`config.mk`:
```
export PLATFORM = sky130hd
export DESIGN_NAME = mips_dmem_responder_flat
export DESIGN_NICKNAME = d
export VERILOG_FILES = /design/src/rtl/mips_mem_pkg.sv /design/src/rtl/mips_dmem_responder_if.sv /design/src/rtl/mips_dmem_array.sv /design/src/rtl/mips_dmem_responder.sv /design/src/flat_wrapper.sv
export SDC_FILE = /design/constraint.sdc
export NUM_CORES = 1
export LEC_CHECK = 0
export ABC_CLOCK_PERIOD_IN_PS = 3400
export CAP_MARGIN = 20
export CORE_MARGIN = 2
export CORE_UTILIZATION = 55
export CTS_CLUSTER_SIZE = 16
export DETAILED_ROUTE_END_ITERATION = 6
export PLACE_DENSITY = 0.76
export SLEW_MARGIN = 20
export SYNTH_ARGS = -nofsm -noshare
export SYNTH_HDL_FRONTEND = slang
export SYNTH_SLANG_ARGS = --single-unit
export TNS_END_PERCENT = 5
```
`constraint.sdc`:
```
create_clock -name CLK -period 3.4 [get_ports CLK]
set_input_delay 0.51 -clock CLK [delete_from_list [all_inputs] [get_ports CLK]]
set_output_delay 0.51 -clock CLK [all_outputs]
set_load 0.01 [all_outputs]
```
`src/rtl/mips_mem_pkg.sv`:
```
// Shared types, widths and address-check helper for the MIPS data-memory responder.
// Nothing in this package changes when DMEM_BYTE_EN is defined.
package mips_mem_pkg;

  localparam int DMEM_WORD_W = 32;
  localparam int LAT_CNT_W   = 4;

  typedef enum logic [1:0] {
    IDLE,
    WAIT,
    RESP
  } dmem_state_t;

  // Misaligned word access, or address bits set above the word array.
  function automatic logic addr_err(input logic [31:0] addr, input int addr_bits);
    return (addr[1:0] != 2'b00) || ((addr >> (addr_bits + 2)) != 32'd0);
  endfunction

endpackage

```
`src/rtl/mips_dmem_responder_if.sv`:
```
// Request/response valid-ready bus between the MIPS core and its data-memory responder.
// req_be is only present when DMEM_BYTE_EN is defined.
interface mips_dmem_responder_if;
  import mips_mem_pkg::*;

  logic                   req_valid;
  logic                   req_ready;
  logic                   req_write;
  logic [DMEM_WORD_W-1:0] req_addr;
  logic [DMEM_WORD_W-1:0] req_wdata;
`ifdef DMEM_BYTE_EN
  logic [3:0]             req_be;
`endif
  logic                   rsp_valid;
  logic                   rsp_ready;
  logic [DMEM_WORD_W-1:0] rsp_rdata;
  logic                   rsp_err;

  modport master (
    output req_valid, req_write, req_addr, req_wdata,
`ifdef DMEM_BYTE_EN
    output req_be,
`endif
    output rsp_ready,
    input  req_ready, rsp_valid, rsp_rdata, rsp_err
  );

  modport slave (
    input  req_valid, req_write, req_addr, req_wdata,
`ifdef DMEM_BYTE_EN
    input  req_be,
`endif
    input  rsp_ready,
    output req_ready, rsp_valid, rsp_rdata, rsp_err
  );

endinterface

```
`src/rtl/mips_dmem_array.sv`:
```
// Synchronous 1R/1W word array with per-byte write lanes; contents are never reset.
// Lane strobes are always wired; the top ties them high unless DMEM_BYTE_EN is defined.
module mips_dmem_array
  import mips_mem_pkg::*;
#(
  parameter int ADDR_BITS = 5
) (
  input  logic                   CLK,
  input  logic                   wr_en,
  input  logic [ADDR_BITS-1:0]   wr_idx,
  input  logic [DMEM_WORD_W-1:0] wr_data,
  input  logic [3:0]             wr_be,
  input  logic                   rd_en,
  input  logic [ADDR_BITS-1:0]   rd_idx,
  output logic [DMEM_WORD_W-1:0] rd_data
);

  logic [DMEM_WORD_W-1:0] mem [2**ADDR_BITS];

  always_ff @(posedge CLK) begin
    if (wr_en) begin
      for (int i = 0; i < 4; i++) begin
        if (wr_be[i]) mem[wr_idx][8*i +: 8] <= wr_data[8*i +: 8];
      end
    end
    if (rd_en) rd_data <= mem[rd_idx];
  end

endmodule

```
`src/rtl/mips_dmem_responder.sv`:
```
// Load/store responder: accepts one request, waits LATENCY cycles, then holds a response until consumed.
// Define DMEM_BYTE_EN to enable per-byte store strobes on req_be.
module mips_dmem_responder
  import mips_mem_pkg::*;
#(
  parameter int ADDR_BITS = 5,
  parameter int LATENCY   = 2
) (
  input  logic                 CLK,
  input  logic                 RST,
  mips_dmem_responder_if.slave bus
);

  dmem_state_t            state;
  dmem_state_t            state_nxt;
  logic [LAT_CNT_W-1:0]   cnt;
  logic                   enter_resp;
  logic                   accept;

  logic                   lat_write;
  logic [DMEM_WORD_W-1:0] lat_addr;
  logic [DMEM_WORD_W-1:0] lat_wdata;
  logic                   lat_err;

  logic                   cur_write;
  logic [DMEM_WORD_W-1:0] cur_addr;
  logic [DMEM_WORD_W-1:0] cur_wdata;
  logic [3:0]             cur_be;
  logic                   cur_err;
  logic [DMEM_WORD_W-1:0] arr_rdata;

  assign accept = bus.req_valid & bus.req_ready;

  // With zero latency the array is accessed on the acceptance edge, before the latch holds the request.
  assign cur_write = (state == IDLE) ? bus.req_write : lat_write;
  assign cur_addr  = (state == IDLE) ? bus.req_addr  : lat_addr;
  assign cur_wdata = (state == IDLE) ? bus.req_wdata : lat_wdata;

`ifdef DMEM_BYTE_EN
  logic [3:0] lat_be;

  always_ff @(posedge CLK) begin
    if (RST)         lat_be <= 4'h0;
    else if (accept) lat_be <= bus.req_be;
  end

  assign cur_be  = (state == IDLE) ? bus.req_be : lat_be;
  assign cur_err = addr_err(cur_addr, ADDR_BITS) | (cur_write & (cur_be == 4'h0));
  assign lat_err = addr_err(lat_addr, ADDR_BITS) | (lat_write & (lat_be == 4'h0));
`else
  assign cur_be  = 4'hF;
  assign cur_err = addr_err(cur_addr, ADDR_BITS);
  assign lat_err = addr_err(lat_addr, ADDR_BITS);
`endif

  always_ff @(posedge CLK) begin
    if (RST) begin
      state <= IDLE;
      cnt   <= '0;
    end else begin
      state <= state_nxt;
      if (accept)              cnt <= LAT_CNT_W'(LATENCY);
      else if (state == WAIT)  cnt <= cnt - LAT_CNT_W'(1);
    end
  end

  always_ff @(posedge CLK) begin
    if (RST) begin
      lat_write <= 1'b0;
      lat_addr  <= '0;
      lat_wdata <= '0;
    end else if (accept) begin
      lat_write <= bus.req_write;
      lat_addr  <= bus.req_addr;
      lat_wdata <= bus.req_wdata;
    end
  end

  always_comb begin
    state_nxt  = state;
    enter_resp = 1'b0;
    case (state)
      IDLE: begin
        if (accept) begin
          if (LATENCY == 0) begin
            state_nxt  = RESP;
            enter_resp = 1'b1;
          end else begin
            state_nxt  = WAIT;
          end
        end
      end
      WAIT: begin
        if (cnt == LAT_CNT_W'(1)) begin
          state_nxt  = RESP;
          enter_resp = 1'b1;
        end
      end
      RESP: begin
        if (bus.rsp_ready) state_nxt = IDLE;
      end
      default: state_nxt = IDLE;
    endcase
  end

  // Reset on the commit edge must drop the store, not just the response.
  mips_dmem_array #(
    .ADDR_BITS (ADDR_BITS)
  ) u_array (
    .CLK     (CLK),
    .wr_en   (enter_resp & cur_write & ~cur_err & ~RST),
    .wr_idx  (cur_addr[ADDR_BITS+1:2]),
    .wr_data (cur_wdata),
    .wr_be   (cur_be),
    .rd_en   (enter_resp & ~cur_write),
    .rd_idx  (cur_addr[ADDR_BITS+1:2]),
    .rd_data (arr_rdata)
  );

  assign bus.req_ready = (state == IDLE) & ~RST;
  assign bus.rsp_valid = (state == RESP);
  assign bus.rsp_err   = (state == RESP) & lat_err;
  assign bus.rsp_rdata = ((state == RESP) && !lat_write && !lat_err) ? arr_rdata : '0;

endmodule
```
`src/flat_wrapper.sv`:
```
// flat-port wrapper written by rule: the top's interface ports become plain ports
module mips_dmem_responder_flat import mips_mem_pkg::*;
#(
  parameter int ADDR_BITS = 5,
  parameter int LATENCY   = 2
)
  (CLK, RST, bus_req_valid, bus_req_write, bus_req_addr, bus_req_wdata, bus_rsp_ready, bus_req_ready, bus_rsp_valid, bus_rsp_rdata, bus_rsp_err);
  mips_dmem_responder_if bus_i ();
  input  logic CLK;
  input  logic RST;
  input wire logic [$bits(bus_i.req_valid)-1:0] bus_req_valid;
  input wire logic [$bits(bus_i.req_write)-1:0] bus_req_write;
  input wire logic [$bits(bus_i.req_addr)-1:0] bus_req_addr;
  input wire logic [$bits(bus_i.req_wdata)-1:0] bus_req_wdata;
  input wire logic [$bits(bus_i.rsp_ready)-1:0] bus_rsp_ready;
  output wire logic [$bits(bus_i.req_ready)-1:0] bus_req_ready;
  output wire logic [$bits(bus_i.rsp_valid)-1:0] bus_rsp_valid;
  output wire logic [$bits(bus_i.rsp_rdata)-1:0] bus_rsp_rdata;
  output wire logic [$bits(bus_i.rsp_err)-1:0] bus_rsp_err;
  assign bus_i.req_valid = bus_req_valid;
  assign bus_i.req_write = bus_req_write;
  assign bus_i.req_addr = bus_req_addr;
  assign bus_i.req_wdata = bus_req_wdata;
  assign bus_i.rsp_ready = bus_rsp_ready;
  assign bus_req_ready = bus_i.req_ready;
  assign bus_rsp_valid = bus_i.rsp_valid;
  assign bus_rsp_rdata = bus_i.rsp_rdata;
  assign bus_rsp_err = bus_i.rsp_err;
  mips_dmem_responder #(.ADDR_BITS(ADDR_BITS), .LATENCY(LATENCY)) u_core (.CLK(CLK), .RST(RST), .bus(bus_i));
endmodule
```
=== Word-level counts from Yosys, hierarchy flattened ===
Memory sizes are Yosys's and may differ from the RTL's. A register that Yosys moved wholly into a read port is not among the register bits.
Cells that the tools add are included.

* Bits in registers: 71
* Latch bits: 0
* RAM bits: 1,024
* ROM bits: 0
* Input port bits: 69
* Output and inout bits: 35
* Word-level logic and storage cells: 52
* Memories kept: 1

{| class="wikitable"
|+ Memories
! name !! words !! width !! rd ports !! clocked after Yosys merged registers in !! write ports !! line !! text
|-
| u_core.u_array.mem || 32 || 32 || 1 || 1 || 1 || mips_dmem_array.sv:18 || <nowiki>logic [DMEM_WORD_W-1:0] mem [2**ADDR_BITS];</nowiki>
|}

* Add/subtract/negate cells: 1
* Multiply operators: 0
* Div/mod/pow operators: 0
* Order comparisons: 0
* Equality and inequality tests: 6
* Shift-type cells: 0
* Multiplexer cells: 14
* Bitwise logic cells: 10
* Reductions and logical operators: 14

{| class="wikitable"
|+ Operators with widths
! kind !! number
|-
| 2-to-1 mux 32 bit || 3
|-
| nonzero test 32 bit || 2
|-
| 2-to-1 mux 2 bit || 5
|-
| bitwise AND 1 bit || 7
|-
| case mux 2 bit (3 select lines) || 1
|-
| nonzero test 2 bit || 3
|-
| 2-to-1 mux 1 bit || 5
|-
| == test 4 x 1 -> 1 bit, second input constant || 1
|-
| != test 2 bit, second input constant || 2
|-
| subtractor 4 x 1 -> 4 bit, second input constant || 1
|-
| inverter 1 bit || 3
|-
| AND reduction 3 bit || 1
|-
| == test 2 x 1 -> 1 bit, second input constant || 1
|-
| == test 2 bit, second input constant || 1
|-
| logical AND 1 bit || 2
|-
| logical NOT 1 bit || 2
|-
| logical NOT 2 bit || 1
|-
| logical OR 1 bit || 2
|-
| != test 2 x 1 -> 1 bit, second input constant || 1
|-
| OR reduction 2 bit || 1
|}

=== Logic depth before layout (Yosys ltp) ===
Gate-level depths: netlist of the first run.

* Depth in word-level cells: 9
* Depth in mapped cells: 10
* Gate-level depth less buffers: 7

=== Cells and area by module ===
Synthesis of the first run repeated with hierarchy kept, for this count alone.

* Cell total of the unflattened synthesis: 2,861
* Area total of the unflattened synthesis: 45,413.6 um2

{| class="wikitable"
|+ Modules (own cells, without submodules)
! module !! instances !! cells an instance !! area an instance (um2) !! seq. area each (um2)
|-
| mips_dmem_array || 1 || 2,406 || 41,347.2 || 31,710.4
|-
| mips_dmem_responder || 1 || 455 || 4,066.4 || 1,421.4
|}

=== Least setup slack after synthesis of the first run ===
Ideal clock, no wire load.

* Path kind: input -> register
* Start: in bus_req_addr[2]
* End: mem u_core.u_array.mem[0][0], enable pin
* Library setup time: 0.421 ns
* Data arrival time: 3.280 ns
* Data required time: 2.979 ns
* Slack: -0.301 ns
* Stages: 6
* Buffers on the path: 2
* Cells stage by stage: or4_1 -> o31ai_1 -> buf_2 -> buf_1 -> nand2_1 -> nor2_1

* Word-level cells in the longest chain between the ends: 1

{| class="wikitable"
|+ RTL lines
! item !! line !! text
|-
| start: declaration || flat_wrapper.sv:13 || <nowiki>input wire logic [$bits(bus_i.req_addr)-1:0] bus_req_addr;</nowiki>
|-
| 2-to-1 mux 32 bit || mips_dmem_responder.sv:36 || <nowiki>assign cur_addr = (state == IDLE) ? bus.req_addr : lat_addr;</nowiki>
|-
| end: declaration || mips_dmem_array.sv:18 ||
|}

No other way between the ends.

=== Worst setup path after layout of the first run ===
* Start: reg u_core.lat_addr[17]
* End: out bus_rsp_rdata[7]

* Word-level cells in the longest chain between the ends: 5

{| class="wikitable"
|+ RTL lines
! item !! line !! text
|-
| start: declaration || mips_dmem_responder.sv:21 || <nowiki>logic [DMEM_WORD_W-1:0] lat_addr;</nowiki>
|-
| start signal: assignment || mips_dmem_responder.sv:74 || <nowiki>lat_addr <= bus.req_addr;</nowiki>
|-
| nonzero test 32 bit || mips_mem_pkg.sv:16 || <nowiki>return (addr[1:0] != 2'b00) || ((addr >> (addr_bits + 2)) != 32'd0);</nowiki>
|-
| logical OR 1 bit || mips_mem_pkg.sv:16 ||
|-
| logical NOT 1 bit || mips_dmem_responder.sv:123 || <nowiki>assign bus.rsp_rdata = ((state == RESP) && !lat_write && !lat_err) ? arr_rdata : '0;</nowiki>
|-
| logical AND 1 bit || mips_dmem_responder.sv:123 ||
|-
| 2-to-1 mux 32 bit || mips_dmem_responder.sv:123 ||
|-
| end: declaration || flat_wrapper.sv:18 || <nowiki>output wire logic [$bits(bus_i.rsp_rdata)-1:0] bus_rsp_rdata;</nowiki>
|}

No other way between the ends.

==> flow_metrics.tcl, run 1 <==
set metrics [dict create \
    start_util_pct 55.8 \
    cts_num_sinks 1127 \
    layout_cell_share_with_drive_strength_beyond_1_pct 15.5 \
    placed_cell_area_sq_um 45100 \
    leakage_uw 0.0157 \
    detail_route.drc_violations 0 \
    cell_internal_pwr_uw 24200 \
    postSynth.topFlopCell "sky130_fd_sc_hd__edfxtp_1" \
    die_h_microns 279 \
    max_cap_viol_count 0 \
    ys_warn_count 0 \
    async_flop_share_pct 0 \
    post-synth-top-area-cell "sky130_fd_sc_hd__edfxtp_1" \
    synth-simple-area-share_pct 3.64 \
    status "finished clean" \
    most_frequent_standard_cell_in_the_layout_excluding_fill_and_tap_cells "sky130_fd_sc_hd__edfxtp_1" \
    design.core.area_sq_um 74700 \
    relSlewSlack_pct 46.6 \
    sum_of_routed_wire_length_over_all_layers_microns 111000 \
    cp_data_required_time_ns 2.89 \
    yosys-top-cells-area "sky130_fd_sc_hd__edfxtp_1 (76%), sky130_fd_sc_hd__a22o_1 (5.4%), sky130_fd_sc_hd__a221oi_1 (5.1%), sky130_fd_sc_hd__dfxtp_1 (3.4%), sky130_fd_sc_hd__o22ai_1 (1.9%)" \
    hpwl_microns 57900 \
    hold_path_depth 4 \
    layout-area-overhead-vs-synth_pct 17.2 \
    design.die.area_sq_um 78000 \
    io_buffers 103 \
    reg2regPathDepth 8 \
    worstPathArrival_ns 2.83 \
    finalMaxSlewViolations 0 \
    power_switching_share_pct 23.1 \
    net-switching-power_uw 7270 \
    grt_pass1_vias 24200 \
    synth.net_count 2410 \
    crit_path_cell_trace "nor4_2 > nand3_2 > nor4_4 > bufbuf_16 > and2_4 > clkdlybuf4s50_1" \
    routed-via-count 24700 \
    num_io_pins 104 \
    htree_levels 3 \
    timing.final.crit_share_pct 98.2 \
    fin_crit_ns 3.34 \
    final_core_util_pct 65.4 \
    worst_slew_pin_slew_ns 0.801 \
    syn-cell-area_sq_um 41700 \
    wire_length_of_the_first_global_routing_pass_microns 161000 \
    most-common-layout-cells "sky130_fd_sc_hd__edfxtp_1 (1,056), sky130_fd_sc_hd__a22o_1 (256), sky130_fd_sc_hd__a221oi_1 (243)" \
    postRouteAntennaNets 0 \
    clock_tree.root_cell "sky130_fd_sc_hd__clkbuf_16" \
    postSynthRegisterBits 1127 \
    cellPowerDensity_nw_per_um2 643 \
    clockBufferDepth 3 \
    critPathMaxFanout 7 \
    worst_slack_ns 0.0617 \
    cts_tree "built" \
    clock_insertion_delay_at_the_later_pin_of_the_skew_report_ns 0.69 \
    post_synth_xor_area_fraction_pct 0.0630 \
    fmax_ghz 0.300 \
    place_congestion 0.800 \
    finalHoldViolCount 0 \
    final_cell_area_sq_um 48800 \
    pwr-share-seq_pct 50.2 \
    rsz0062_at_grt "yes" \
    count_of_flip_flops_with_a_built_in_enable_after_synthesis 1056 \
    crit_buf_inv 2 \
    layoutNonFillerInstCount 3576 \
    antenna_cells 0 \
    power.ir.vdd_worst_mv 0.558 \
    start_kind "flop" \
    synth.area.mux_share_pct 0.916 \
    setup.worst_path.end_class "output port" \
    slowest_delay_ns 0.54 \
    synth_top_area_share_pct 76.1 \
    final_nets 2588 \
    final-setup-viol-count 0 \
    globalRoute.totalOverflow 0 \
    netlist-cell-type-count 39 \
    routed_via_density 6.90 \
    synth_compound_area_share_pct 13.8 \
    count_of_placed_standard_cells_including_taps 3369 \
    power_frac_clock_pct 39.1 \
    cts_inserted_buffers 105 \
    pre_cts_ws_ns 0.0289 \
    comb_power_share_pct 10.7 \
    globalRouteTotalUtil_pct 28.4 \
    synth.avg_cell_area_sq_um 17.8 \
    antenna_found_initial 3 \
    dieWidth_microns 279 \
    critical_path.top_delay_family "simple AND/OR/NAND/NOR gates" \
    grt_max_degree 92 \
    finalSetupTns_ns 0 \
    wl_per_cell_microns 31.1 \
    path_depth 6 \
    synth_adder_area_share_pct 0.0600 \
    drt_first_pass_iters 6 \
    min_path_type "primary input to flop" \
    final.setup_skew_ns 0.0300 \
    path_class "flop to output port" \
    critPathSlowestCell "sky130_fd_sc_hd__clkdlybuf4s50_1" \
    placement_rows 100 \
    synth_top_family_by_area "compound AO/OA/AOI/OAI gates" \
    worst_setup_hold_path_clk_slew_ns 0.06 \
    first_iter_violations 3669 \
    post_synth_inst_count 2339 \
    synth-seq-area-share_pct 79.5 \
]
==> per-layer routing <==
metal / global-route usage, % / up-vias / part of all wire (%)
met2: 46.2 / 1731 / 49
met3: 5.35 / 263 / 11
met5: 0 / - / 0.014
li1: - / 10200 / -
met1: 38.4 / 12500 / 37
met4: 10.9 / 2 / 3.8
==> registers in the layout (all words and copies together) (netlist names) <==
register,count
u_core.lat_wdata,32
u_core.u_array.mem,1024
u_core.lat_write,1
u_core.cnt,4
u_core.u_array.rd_data,32
u_core.lat_addr,32
u_core.state,2
==> cell families (layout without fill, tap and decap cells) <==
group,Yosys count,count (layout)
compound gates,717,717
simple gates,282,282
flops,1127,1127
xor+xnor,3,3
mux,34,34
fa+ha+maj,2,2
buf+inv,174,442
==> synthesized netlist by cell type (2+ instances only) <==
library cell	count
sky130_fd_sc_hd__a21oi_1	3
sky130_fd_sc_hd__a221oi_1	243
sky130_fd_sc_hd__a221oi_2	13
sky130_fd_sc_hd__a22o_1	256
sky130_fd_sc_hd__and2_1	33
sky130_fd_sc_hd__buf_1	9
sky130_fd_sc_hd__buf_2	53
sky130_fd_sc_hd__buf_6	14
sky130_fd_sc_hd__clkbuf_1	93
sky130_fd_sc_hd__dfxtp_1	71
sky130_fd_sc_hd__edfxtp_1	1056
sky130_fd_sc_hd__ha_1	2
sky130_fd_sc_hd__inv_1	4
sky130_fd_sc_hd__mux2_2	33
sky130_fd_sc_hd__nand2_1	80
sky130_fd_sc_hd__nand2b_1	71
sky130_fd_sc_hd__nand3_1	2
sky130_fd_sc_hd__nand3b_1	3
sky130_fd_sc_hd__nor2_1	38
sky130_fd_sc_hd__nor3_1	6
sky130_fd_sc_hd__nor4_1	8
sky130_fd_sc_hd__o21ai_0	68
sky130_fd_sc_hd__o22ai_1	128
sky130_fd_sc_hd__o31ai_1	3
sky130_fd_sc_hd__or2_2	2
sky130_fd_sc_hd__or4_1	33
sky130_fd_sc_hd__xnor2_1	2
==> power groups by stage <==
| stage | logic [uW] | clock network (uW) | registers [uW] |
|---|---|---|---|
| 4_1_cts | 3300 | 12400 | 15800 |
| 3_3_place_gp | 3150 | 0 | 16100 |
| 2_1_floorplan | 2120 | 0 | 16000 |
| 5_1_grt | 3570 | 12900 | 15800 |
| 6_report | 3360 | 12300 | 15800 |
| 3_5_place_dp | 3260 | 0 | 16100 |
==> metrics by stage <==
stage	power, uW	hold slack (ns)
after floorplan	18200	0.447
after global placement	19200	0.458
after detailed placement	19300	0.467
after CTS	31400	0.183
after global routing	32200	0.228
final	31400	0.208
==> what timing repair did <==
action	4_1_cts	5_1_grt
endpoints found under the setup margin	32	3
buffers inserted	5	4
gates cloned	1	0
resized for setup	38	3
hold buffers	0	0
pin swaps	3	2
==> worst min-delay path, cell delays in order <==
cell and delay [ns]:
sky130_fd_sc_hd__buf_2 0.10, sky130_fd_sc_hd__nor3_1 0.07, sky130_fd_sc_hd__nand2_1 0.08, sky130_fd_sc_hd__o31ai_1 0.06
==> cell type report <==
cell class	instances	area, sq um
tap	969	1210
timing repair buffer	241	2760
clock inverter	78	947
fill	4666	25900
clock buffer	119	2680
inverter	4	15.0
sequential	1127	33100
multi-input combinational	1038	8090
==> final timing paths <==
check / startpoint / end / slack (ns)
max: u_core.lat_addr[17]$_SDFFE_PP0P_ / bus_rsp_rdata[7] / 0.06
min: RST / u_core.state[0]$_SDFFE_PP0P_ / 0.21
max reg2reg: u_core.state[1]$_SDFFE_PP0P_ / u_core.u_array.rd_data[15]$_DFFE_PP_ / 0.32
min reg2reg: u_core.lat_wdata[18]$_SDFFE_PP0P_ / u_core.lat_wdata[18]$_SDFFE_PP0P_ / 0.47
(Power assumes the default switching activity.)
==> inputs of run 2 (changes only) <==
--- a/config.mk
+++ b/config.mk
@@ -7,11 +7,15 @@
 export LEC_CHECK = 0
 export ABC_CLOCK_PERIOD_IN_PS = 3400
 export CAP_MARGIN = 20
+export CELL_PAD_IN_SITES_DETAIL_PLACEMENT = 0
+export CELL_PAD_IN_SITES_GLOBAL_PLACEMENT = 1
 export CORE_MARGIN = 2
-export CORE_UTILIZATION = 55
+export CORE_UTILIZATION = 49
 export CTS_CLUSTER_SIZE = 16
 export DETAILED_ROUTE_END_ITERATION = 6
-export PLACE_DENSITY = 0.76
+export DONT_BUFFER_PORTS = 1
+export GPL_ROUTABILITY_DRIVEN = 0
+export PLACE_DENSITY = 0.75
 export SLEW_MARGIN = 20
 export SYNTH_ARGS = -nofsm -noshare
 export SYNTH_HDL_FRONTEND = slang
==> flow_metrics.tcl, run 2 (same netlist as run 1, synthesis figures left out) <==
set metrics [dict create \
    finalMaxSlewViolations 0 \
    dieWidth_microns 296 \
    max_cap_viol_count 0 \
    final-setup-viol-count 0 \
    cts_inserted_buffers 106 \
    power.ir.vdd_worst_mv 0.396 \
    finalSetupTns_ns 0 \
    timing.final.crit_share_pct 92.1 \
    cp_data_required_time_ns 3.78 \
    worst_setup_hold_path_clk_slew_ns 0.06 \
    most-common-layout-cells "sky130_fd_sc_hd__edfxtp_1 (1,056), sky130_fd_sc_hd__a22o_1 (256), sky130_fd_sc_hd__a221oi_1 (243)" \
    rsz0062_at_grt "no" \
    antenna_found_initial 3 \
    status "finished clean" \
    final_cell_area_sq_um 48300 \
    final_core_util_pct 57.6 \
    start_kind "flop" \
    leakage_uw 0.0154 \
    globalRoute.totalOverflow 0 \
    globalRouteTotalUtil_pct 25.5 \
    htree_levels 3 \
    grt_pass1_vias 23700 \
    placed_cell_area_sq_um 44200 \
    count_of_placed_standard_cells_including_taps 3441 \
    fmax_ghz 0.319 \
    min_path_type "primary input to flop" \
    cts_tree "built" \
    pre_cts_ws_ns 0.291 \
    sum_of_routed_wire_length_over_all_layers_microns 112000 \
    routed-via-count 24000 \
    clockBufferDepth 3 \
    layout-area-overhead-vs-synth_pct 16.0 \
    io_buffers 0 \
    drt_first_pass_iters 5 \
    fin_crit_ns 3.13 \
    final.setup_skew_ns 0.0229 \
    finalHoldViolCount 0 \
    wl_per_cell_microns 30.1 \
    layout_cell_share_with_drive_strength_beyond_1_pct 15.2 \
    relSlewSlack_pct 42.3 \
    hpwl_microns 60300 \
    cellPowerDensity_nw_per_um2 642 \
    worst_slew_pin_slew_ns 0.866 \
    worstPathArrival_ns 3.51 \
    design.die.area_sq_um 87400 \
    placement_rows 106 \
    start_util_pct 49.7 \
    setup.worst_path.end_class "flop" \
    layoutNonFillerInstCount 3705 \
    detail_route.drc_violations 0 \
    num_io_pins 104 \
    design.core.area_sq_um 84000 \
    die_h_microns 296 \
    worst_slack_ns 0.269 \
    path_class "flop to flop" \
    first_iter_violations 2823 \
    clock_tree.root_cell "sky130_fd_sc_hd__clkbuf_16" \
    postRouteAntennaNets 0 \
    largest_register_ffs 1024 \
    cts_num_sinks 1127 \
    wire_length_of_the_first_global_routing_pass_microns 162000 \
    clock_insertion_delay_at_the_later_pin_of_the_skew_report_ns 0.67 \
    routed_via_density 6.47 \
    max_flop_register "u_core.u_array.mem" \
    most_frequent_standard_cell_in_the_layout_excluding_fill_and_tap_cells "sky130_fd_sc_hd__edfxtp_1" \
    critPathMaxFanout 27 \
    final_nets 2553 \
    grt_max_degree 69 \
]
==> run 2: path summary, 6_finish.rpt <==
| path | to | from | depth (start not counted) | slack (ns) |
|---|---|---|---|---|
| hold / removal | u_core.state[1]$_SDFFE_PP0P_ | bus_rsp_ready | 2 | 0.05 |
| hold reg to reg | u_core.lat_wdata[22]$_SDFFE_PP0P_ | u_core.lat_wdata[22]$_SDFFE_PP0P_ | 2 | 0.47 |
| setup reg to reg | u_core.u_array.rd_data[2]$_DFFE_PP_ | u_core.state[1]$_SDFFE_PP0P_ | 8 | 0.27 |
| setup / recovery | u_core.u_array.rd_data[2]$_DFFE_PP_ | u_core.state[1]$_SDFFE_PP0P_ | 8 | 0.27 |
==> run 2: timing repair <==
item | in CTS | in global routing
hold buffers | 67 | 0
hold endpoints to repair | 71 | 0
setup buffers | 0 | 0
resized for setup | 0 | 0
==> run 2: cell type report <==
cell class | count | area (sq um)
sequential | 1127 | 33100
timing repair buffer | 205 | 2240
antenna | 1 | 2.50
fill | 6162 | 35600
clock inverter | 73 | 721
multi-input combinational | 1038 | 8030
inverter | 4 | 15.0
clock buffer | 123 | 2780
tap | 1134 | 1420
==> run 2: power breakdown <==
group | total, uW | internal, uW | switching, uW
sequential | 15800 | 15700 | 64.8
clock | 11900 | 6910 | 5010
combinational | 3350 | 1230 | 2120
total | 31000 | 23800 | 7190
==> run 2: routing by layer <==
layer	track usage [%]	up-vias	wire, microns
met1	35.5	12400	44800
met4	7.87	2	3390
met3	4.29	224	9530
li1	-	10100	-
met5	0	-	13
met2	41.5	1272	53900
==> run 2: metrics by stage <==
stage,power (uW),hold slack (ns)
6_report,31000,0.0485
5_1_grt,32000,0.0241
4_1_cts,31100,0.00610
3_5_place_dp,19300,0.464
3_3_place_gp,19200,0.457
2_1_floorplan,18200,0.447
==> run 2: critical path: stages, from the launching register on <==
cell	delay [ns]
sky130_fd_sc_hd__dfxtp_1	0.38
sky130_fd_sc_hd__nor2_4	0.45
sky130_fd_sc_hd__o21ai_4	0.31
sky130_fd_sc_hd__buf_12	0.26
sky130_fd_sc_hd__buf_4	0.18
sky130_fd_sc_hd__a22o_1	0.18
sky130_fd_sc_hd__a221oi_1	0.29
sky130_fd_sc_hd__o22ai_1	0.19
sky130_fd_sc_hd__or4_1	0.57
